### src/rtl/regfile_wr_arbiter.sv
// Round-robin arbiter sharing the regfile write port among NREQ writeback requesters.
// The granted write is registered onto the rf_* pins; forwarding flags cover the pending commit.
module regfile_wr_arbiter #(
  parameter int NREQ = 3,
  parameter int AW   = 5,
  parameter int DW   = 32
) (
  input  logic                clk,
  input  logic                resetn,
  input  logic [NREQ-1:0]     req_valid,
  input  logic [NREQ*AW-1:0]  req_addr,
  input  logic [NREQ*DW-1:0]  req_data,
  output logic [NREQ-1:0]     req_ready,
  input  logic                hold,
  output logic                rf_we,
  output logic [AW-1:0]       rf_rd,
  output logic [DW-1:0]       rf_wdata,
  input  logic [AW-1:0]       rs_a,
  input  logic [AW-1:0]       rs_b,
  output logic                fwd_a_hit,
  output logic                fwd_b_hit,
  output logic [15:0]         wr_count
);

  localparam int PW = (NREQ > 1) ? $clog2(NREQ) : 1;

  logic [PW-1:0]  ptr_q, ptr_d;
  logic           rf_we_q, rf_we_d;
  logic [AW-1:0]  rf_rd_q, rf_rd_d;
  logic [DW-1:0]  rf_wdata_q, rf_wdata_d;
  logic [15:0]    wr_count_q, wr_count_d;

  logic           found;
  logic [PW-1:0]  g;
  logic [PW-1:0]  cand;
  logic           accept;
  logic [AW-1:0]  sel_addr;
  logic [DW-1:0]  sel_data;

  // Scan from the highest index down so the candidate closest to ptr wins last.
  always_comb begin
    found = 1'b0;
    g     = '0;
    cand  = '0;
    for (int k = NREQ - 1; k >= 0; k--) begin
      cand = PW'((int'(ptr_q) + k) % NREQ);
      if (req_valid[cand]) begin
        found = 1'b1;
        g     = cand;
      end
    end
  end

  // Gating with resetn keeps ready low for the whole reset window.
  assign accept = found & ~hold & resetn;

  always_comb begin
    sel_addr = '0;
    sel_data = '0;
    for (int i = 0; i < NREQ; i++) begin
      if (g == PW'(i)) begin
        sel_addr = req_addr[i*AW +: AW];
        sel_data = req_data[i*DW +: DW];
      end
    end
  end

  always_comb begin
    req_ready = '0;
    if (accept) req_ready[g] = 1'b1;
  end

  always_comb begin
    ptr_d      = ptr_q;
    rf_we_d    = 1'b0;
    rf_rd_d    = rf_rd_q;
    rf_wdata_d = rf_wdata_q;
    wr_count_d = wr_count_q + {15'd0, rf_we_q};
    if (accept) begin
      // r0 writes are consumed to free the requester but never reach the regfile.
      rf_we_d    = (sel_addr != '0);
      rf_rd_d    = sel_addr;
      rf_wdata_d = sel_data;
      ptr_d      = (g == PW'(NREQ - 1)) ? '0 : g + PW'(1);
    end
  end

  always_ff @(posedge clk or negedge resetn) begin
    if (!resetn) begin
      ptr_q      <= '0;
      rf_we_q    <= 1'b0;
      rf_rd_q    <= '0;
      rf_wdata_q <= '0;
      wr_count_q <= '0;
    end else begin
      ptr_q      <= ptr_d;
      rf_we_q    <= rf_we_d;
      rf_rd_q    <= rf_rd_d;
      rf_wdata_q <= rf_wdata_d;
      wr_count_q <= wr_count_d;
    end
  end

  assign rf_we     = rf_we_q;
  assign rf_rd     = rf_rd_q;
  assign rf_wdata  = rf_wdata_q;
  assign wr_count  = wr_count_q;
  assign fwd_a_hit = rf_we_q & (rs_a == rf_rd_q) & (rs_a != '0);
  assign fwd_b_hit = rf_we_q & (rs_b == rf_rd_q) & (rs_b != '0);

endmodule

### config.mk
export PLATFORM = sky130hd
export DESIGN_NAME = regfile_wr_arbiter
export DESIGN_NICKNAME = d
export VERILOG_FILES = /design/src/rtl/regfile_wr_arbiter.sv
export SDC_FILE = /design/constraint.sdc
export NUM_CORES = 1
export LEC_CHECK = 0
export CORE_MARGIN = 2
export CORE_UTILIZATION = 42
export CTS_CLUSTER_DIAMETER = 200
export DETAILED_ROUTE_END_ITERATION = 12
export PLACE_DENSITY = 0.87
export SYNTH_ARGS = -nofsm -noshare
export SYNTH_HDL_FRONTEND = slang
export SYNTH_SLANG_ARGS = --single-unit
### constraint.sdc
create_clock -name clk -period 6.7 [get_ports clk]
set_input_delay 0.67 -clock clk [delete_from_list [all_inputs] [get_ports clk]]
set_output_delay 0.67 -clock clk [all_outputs]
set_load 0.005 [all_outputs]
## Word level (Yosys, flattened, before mapping)

Cells that the tools add are included.

- $add $sub $neg: 4
- Divide/modulo/power cells: 3
- $lt $le $gt $ge: 5
- Equality and inequality tests: 4
- Muxes and demuxes: 23
- Bitwise gates (word level): 7
- Reductions and logical operators: 5

Operators by type and width:

| operator | number |
|---|---|
| 32-bit 2-to-1 mux | 3 |
| 32-bit by 3-bit modulo with 32-bit output (second input constant) | 2 |
| 3-bit by 3-bit modulo with 32-bit output (second input constant) | 1 |
| 16-bit by 1-bit adder with 16-bit output | 1 |
| 5-bit 2-to-1 mux | 3 |
| 5-bit nonzero test | 3 |
| 2-bit by 3-bit less-than comparator with 1-bit output (second input constant) | 4 |
| 5-bit == test | 2 |
| 1-bit 2-to-1 mux | 8 |
| 2-bit 2-to-1 mux | 4 |
| 1-bit AND | 6 |
| 1-bit binary-select mux with 2-bit select | 3 |
| 2-bit by 1-bit adder with 3-bit output (second input constant) | 1 |
| 2-bit by 2-bit adder with 3-bit output (second input constant) | 1 |
| 3-bit 2-to-1 mux | 1 |
| 2-bit by 1-bit adder with 2-bit output (second input constant) | 1 |
| 1-bit demux with 2-bit select | 1 |
| 2-bit by 1-bit == test with 1-bit output (second input constant) | 1 |
| 2-bit == test (second input constant) | 1 |
| 2-bit by 1-bit >= comparator with 1-bit output (second input constant) | 1 |
| 2-bit zero test | 1 |
| 1-bit logical AND | 1 |
| 1-bit NOT | 1 |

- Bits in registers: 56
- Bits of input ports: 127
- Word-level logic and storage cells: 56

## Depth between registers and ports, before layout

- Word-level depth: 13
- Depth in mapped cells: 11
- Gate-level depth less buffers: 8

## Worst setup path after synthesis

Ideal clock, no wire load.

- Path type: flip-flop to output port
- Start: register ptr_q[1]
- End: output req_ready[2]
- Data arrival time: 1.747 ns
- Required time: 6.030 ns
- Setup slack: 4.283 ns
- Stages on the path, launching flop included: 10
- Path buffers: 2
- Cell sequence: dfrtp_1 -> inv_1 -> ha_1 -> buf_2 -> a22o_1 -> a211o_1 -> a21oi_2 -> nor3b_4 -> buf_2 -> and2_1

- Word-level cells in the longest chain between the ends: 12
- Elaborated cells between the ends (all ways): 25
- Classes of those cells: add/sub: 2; div: 3; order compare: 2; mux: 15; bitwise: 2; reduce/logical: 1

RTL lines:

| item | line | text |
|---|---|---|
| start, declared | 27 | `logic [PW-1:0] ptr_q, ptr_d;` |
| start signal, assigned | 96 | `ptr_q <= ptr_d;` |
| 2-bit by 2-bit adder with 3-bit output | 46 | `cand = PW'((int'(ptr_q) + k) % NREQ);` |
| 32-bit by 3-bit modulo with 32-bit output | 46 |  |
| 1-bit binary-select mux with 2-bit select | 47 | `if (req_valid[cand]) begin` |
| 1-bit 2-to-1 mux (not written as such) | 47 |  |
| 2-bit 2-to-1 mux (3 in a row) | 47 |  |
| 2-bit by 3-bit less-than comparator with 1-bit output (not written as such) / 2-bit by 1-bit >= comparator with 1-bit output (equally long branches) | 70 | `if (accept) req_ready[g] = 1'b1;` |
| 1-bit logical AND (not written as such) | 70 |  |
| 1-bit 2-to-1 mux (not written as such) | 70 |  |
| 1-bit demux with 2-bit select | 70 |  |
| 3-bit 2-to-1 mux (*) | 70 |  |
| end, declared | 13 | `output logic [NREQ-1:0] req_ready,` |

Mark *: on every way between the ends. The rest lies on a longest branch, timed or not. The select of a mux whose other input is x is not followed.

## Worst setup path in the final report

- Start: input req_valid[2]
- End: output req_ready[1]

- Word-level cells in the longest chain between the ends: 10
- Elaborated cells between the ends (all ways): 20
- Classes of those cells: order compare: 2; mux: 15; bitwise: 2; reduce/logical: 1

RTL lines:

| item | line | text |
|---|---|---|
| start, declared | 10 | `input logic [NREQ-1:0] req_valid,` |
| 1-bit binary-select mux with 2-bit select | 47 |  |
| 1-bit 2-to-1 mux (not written as such) | 47 |  |
| 2-bit 2-to-1 mux (3 in a row) | 47 |  |
| 2-bit by 3-bit less-than comparator with 1-bit output (not written as such) / 2-bit by 1-bit >= comparator with 1-bit output (equally long branches) | 70 |  |
| 1-bit logical AND (not written as such) | 70 |  |
| 1-bit 2-to-1 mux (not written as such) | 70 |  |
| 1-bit demux with 2-bit select | 70 |  |
| 3-bit 2-to-1 mux (*) | 70 |  |

Marks and branches as above.

==> impl_metrics.json <==
{
  "wirelength_um": 8990,
  "yosysTopAreaCell": "dfrtp_1",
  "ys_warn_count": 0,
  "io-pin-count": 186,
  "reg2reg_depth": 8,
  "critPathMostFrequentCell": "clkdlybuf4s50_1",
  "m1WireLength_um": 3530,
  "cts_hold_buffers": 0,
  "relSlewSlack_pct": 30.0,
  "drv_cap": 0,
  "place_area_um2": 5220,
  "syn-num-nets": 453,
  "critPathTopFamily": "simple AND/OR/NAND/NOR gates",
  "die_w_um": 92.8,
  "r2r-end": "rf_we",
  "final-max-slew-violation-count": 0,
  "cts_sinks": 56,
  "routed.top_layer": "met4",
  "setup_viol": 0,
  "p_leak_uw": 0.00211,
  "fillers": 605,
  "nets": 632,
  "status": "completed",
  "critPathKind": "in2out",
  "clkLatencyLatePin_ns": 0.31,
  "yosysTopAreaCellShare_pct": 42.3,
  "start_util_pct": 43.1,
  "worst-path-max-fanout": 19,
  "final-hold-violation-count": 0,
  "area_growth_syn_to_layout_pct": 60.7,
  "worst_slack_ns": 2.84,
  "crit_path_cell_trace": "clkdlybuf4s50_1 > mux2i_1 > nor2_1 > nor3_4 > and2_1 > clkdlybuf4s50_1",
  "fin_area_um2": 5320,
  "place_congestion": 0.779,
  "power_density_nw_per_um2": 321,
  "ys_types": 43,
  "fmax_mhz": 259,
  "rsz0062_at_grt": "no",
  "path_clk_slew_ns": 0.11,
  "postCtsSetupRepairBufs": 0,
  "p_sw_uw": 600,
  "ant_nets": 0,
  "syn_avg_cell_area_um2": 10.3,
  "seqPwrFrac_pct": 33.5,
  "grt_pass1_vias": 3084,
  "regToRegStartpoint": "ptr_q[0]",
  "worst_setup_path_start_kind": "input pin",
  "numPortBuffers": 185,
  "grt_remaining_overflow": 0,
  "vias": 3039,
  "worstSetupEndpointType": "primary output",
  "totalPowerFinal_uw": 1710,
  "first_iter_violations": 66,
  "cp.buffers_inverters": 2,
  "grt_usage_pct": 20.4,
  "cp_slowest_cell": "nor3_4",
  "synth-seq-cells": 56,
  "place_ws_ns": 2.85,
  "seq_area_frac_synth_pct": 42.3,
  "cts_max_level": 2,
  "grt_pass1_wl_um": 14200,
  "firstDrtPassIters": 4,
  "arrival_ns": 3.19,
  "route.detailed.drc": 0,
  "rows": 32,
  "tns_ns": 0,
  "die_area_um2": 8610,
  "wl_met3_um": 565,
  "cts_max_path_buffers": 2,
  "numCtsBuffers": 5,
  "wl_met2_um": 4730,
  "dpl.hpwl_um": 7000,
  "root_buffer": "clkbuf_8",
  "worst_pin_slew_ns": 1.05,
  "peakVddDrop_mv": 0.186,
  "hp-class": "in2async",
  "period_share_pct": 57.7,
  "synthesis.instances": 321,
  "r2r_slack_ns": 3.37,
  "fin_crit_ns": 3.86,
  "routedWlPerCell_um": 14.9,
  "cts_resized": 0,
  "skew_ns": 0.0110,
  "pwr-share-clk_pct": 11.4,
  "core_um2": 7690,
  "vias_per_cell": 5.04,
  "n_antenna_cell": 0,
  "swShare_pct": 35.1,
  "max_stage_delay_ns": 0.87,
  "grt_max_degree": 68,
  "internal_power_uw": 1110,
  "drive_gt1_share_pct": 11.0,
  "yosys-top-cells-area": "dfrtp_1, mux2_2, mux2i_1",
  "cp.required_ns": 6.03,
  "cts_tree": "done",
  "antenna_found_initial": 0,
  "combPwrFrac_pct": 55.1,
  "die_h_um": 92.8,
  "syn-cell-area_um2": 3310
}
[cell usage in the layout (no fill, tap or decap), drive strengths merged]
cell,n
o21bai,2
nor4b,1
nand2,47
a21oi,5
and2,3
nor4,4
nor3,4
mux2,37
o21ai,37
a21o,1
a31oi,1
o22ai,1
inv,9
o41a,1
buf,5
nor2b,2
clkdlybuf4s50,184
xnor2,13
nor3b,2
mux2i,37
or3b,1
xor2,9
a22o,1
o31ai,1
ha,5
clkbuf,5
and3,5
nand4,4
a22oi,1
nand3,4
a211o,1
or2,1
dfrtp,56
nor2,9
o221ai,1
a221oi,1
[flip-flops by register name, indices dropped and copies added (netlist names)]
register  cells
rf_wdata     32
wr_count     16
rf_rd         5
ptr_q         2
rf_we         1
[cell type report]
cell class	count	area, um^2	area share (%)
clock buffers	5	68.8	1.29
clock inverters	3	28.8	0.541
inverters	6	22.5	0.423
multi-input cells	242	1790	33.7
flip-flops and latches	56	1400	26.3
well taps	102	128	2.40
repair buffers	189	1880	35.3
[cell families (layout without fill, tap and decap cells)]
group                      Yosys count  after routing  share of synthesized area [%]
xor gates and xnor gates            22             22                           5.82
and+or+nand+nor                     87             87                           12.8
DFF                                 56             56                           42.3
buffers and inverters               23            203                           3.70
muxes                               74             74                           23.8
adders and majority gates            5              5                           1.89
AOI/OAI and AO/OA                   54             54                           9.64
[how the worst max path moves through the flow]
| stage | slack (ns) | startpoint | end | depth (start not counted) |
|---|---|---|---|---|
| after floorplan | 4.28 | ptr_q[1] | req_ready[2] | 9 |
| after global placement | 2.99 | req_valid[2] | req_ready[1] | 6 |
| after detailed placement | 2.85 | req_valid[2] | req_ready[1] | 6 |
| after CTS | 2.82 | req_valid[2] | req_ready[1] | 6 |
| after global routing | 2.66 | req_valid[2] | req_ready[1] | 6 |
| final | 2.84 | req_valid[2] | req_ready[1] | 6 |
[power by group through the flow]
stage	Sequential [uW]	Clock, uW	Combinational, uW
6_report	573	195	942
5_1_grt	593	220	1020
4_1_cts	575	205	955
3_5_place_dp	581	0	951
3_3_place_gp	575	0	926
2_1_floorplan	576	0	500
[layer usage]
metal,GRT usage (%),vias up
li1,-,1490
met1,22.1,1429
met2,38.2,104
met3,5.45,16
met4,6.37,0
met5,0,-
[stage by stage]
step	utilization (%)	cells	hold slack, ns
2_1_floorplan	-	321	0.374
3_3_place_gp	67.9	595	0.470
3_5_place_dp	67.9	595	0.467
4_1_cts	69.2	603	0.492
5_1_grt	69.2	603	0.512
6_report	69.2	603	0.488
[synth_stat cells]
cell / count
a211o_1: 1
a21o_1: 1
a21oi_1: 4
a21oi_2: 1
a221oi_1: 1
a22o_1: 1
a22oi_1: 1
a31oi_1: 1
and2_1: 3
and3_1: 5
buf_2: 8
buf_4: 3
buf_6: 2
clkbuf_1: 4
dfrtp_1: 56
ha_1: 5
inv_1: 6
mux2_1: 2
mux2_2: 35
mux2i_1: 37
nand2_1: 47
nand3_1: 4
nand4_1: 4
nor2_1: 9
nor2b_1: 2
nor3_1: 3
nor3_4: 1
nor3b_1: 1
nor3b_4: 1
nor4_1: 4
nor4b_1: 1
o21ai_0: 35
o21ai_1: 1
o21ai_2: 1
o21bai_1: 2
o221ai_1: 1
o22ai_1: 1
o31ai_2: 1
o41a_1: 1
or2_2: 1
or3b_2: 1
xnor2_1: 13
xor2_1: 9
(Power assumes the default switching activity.)
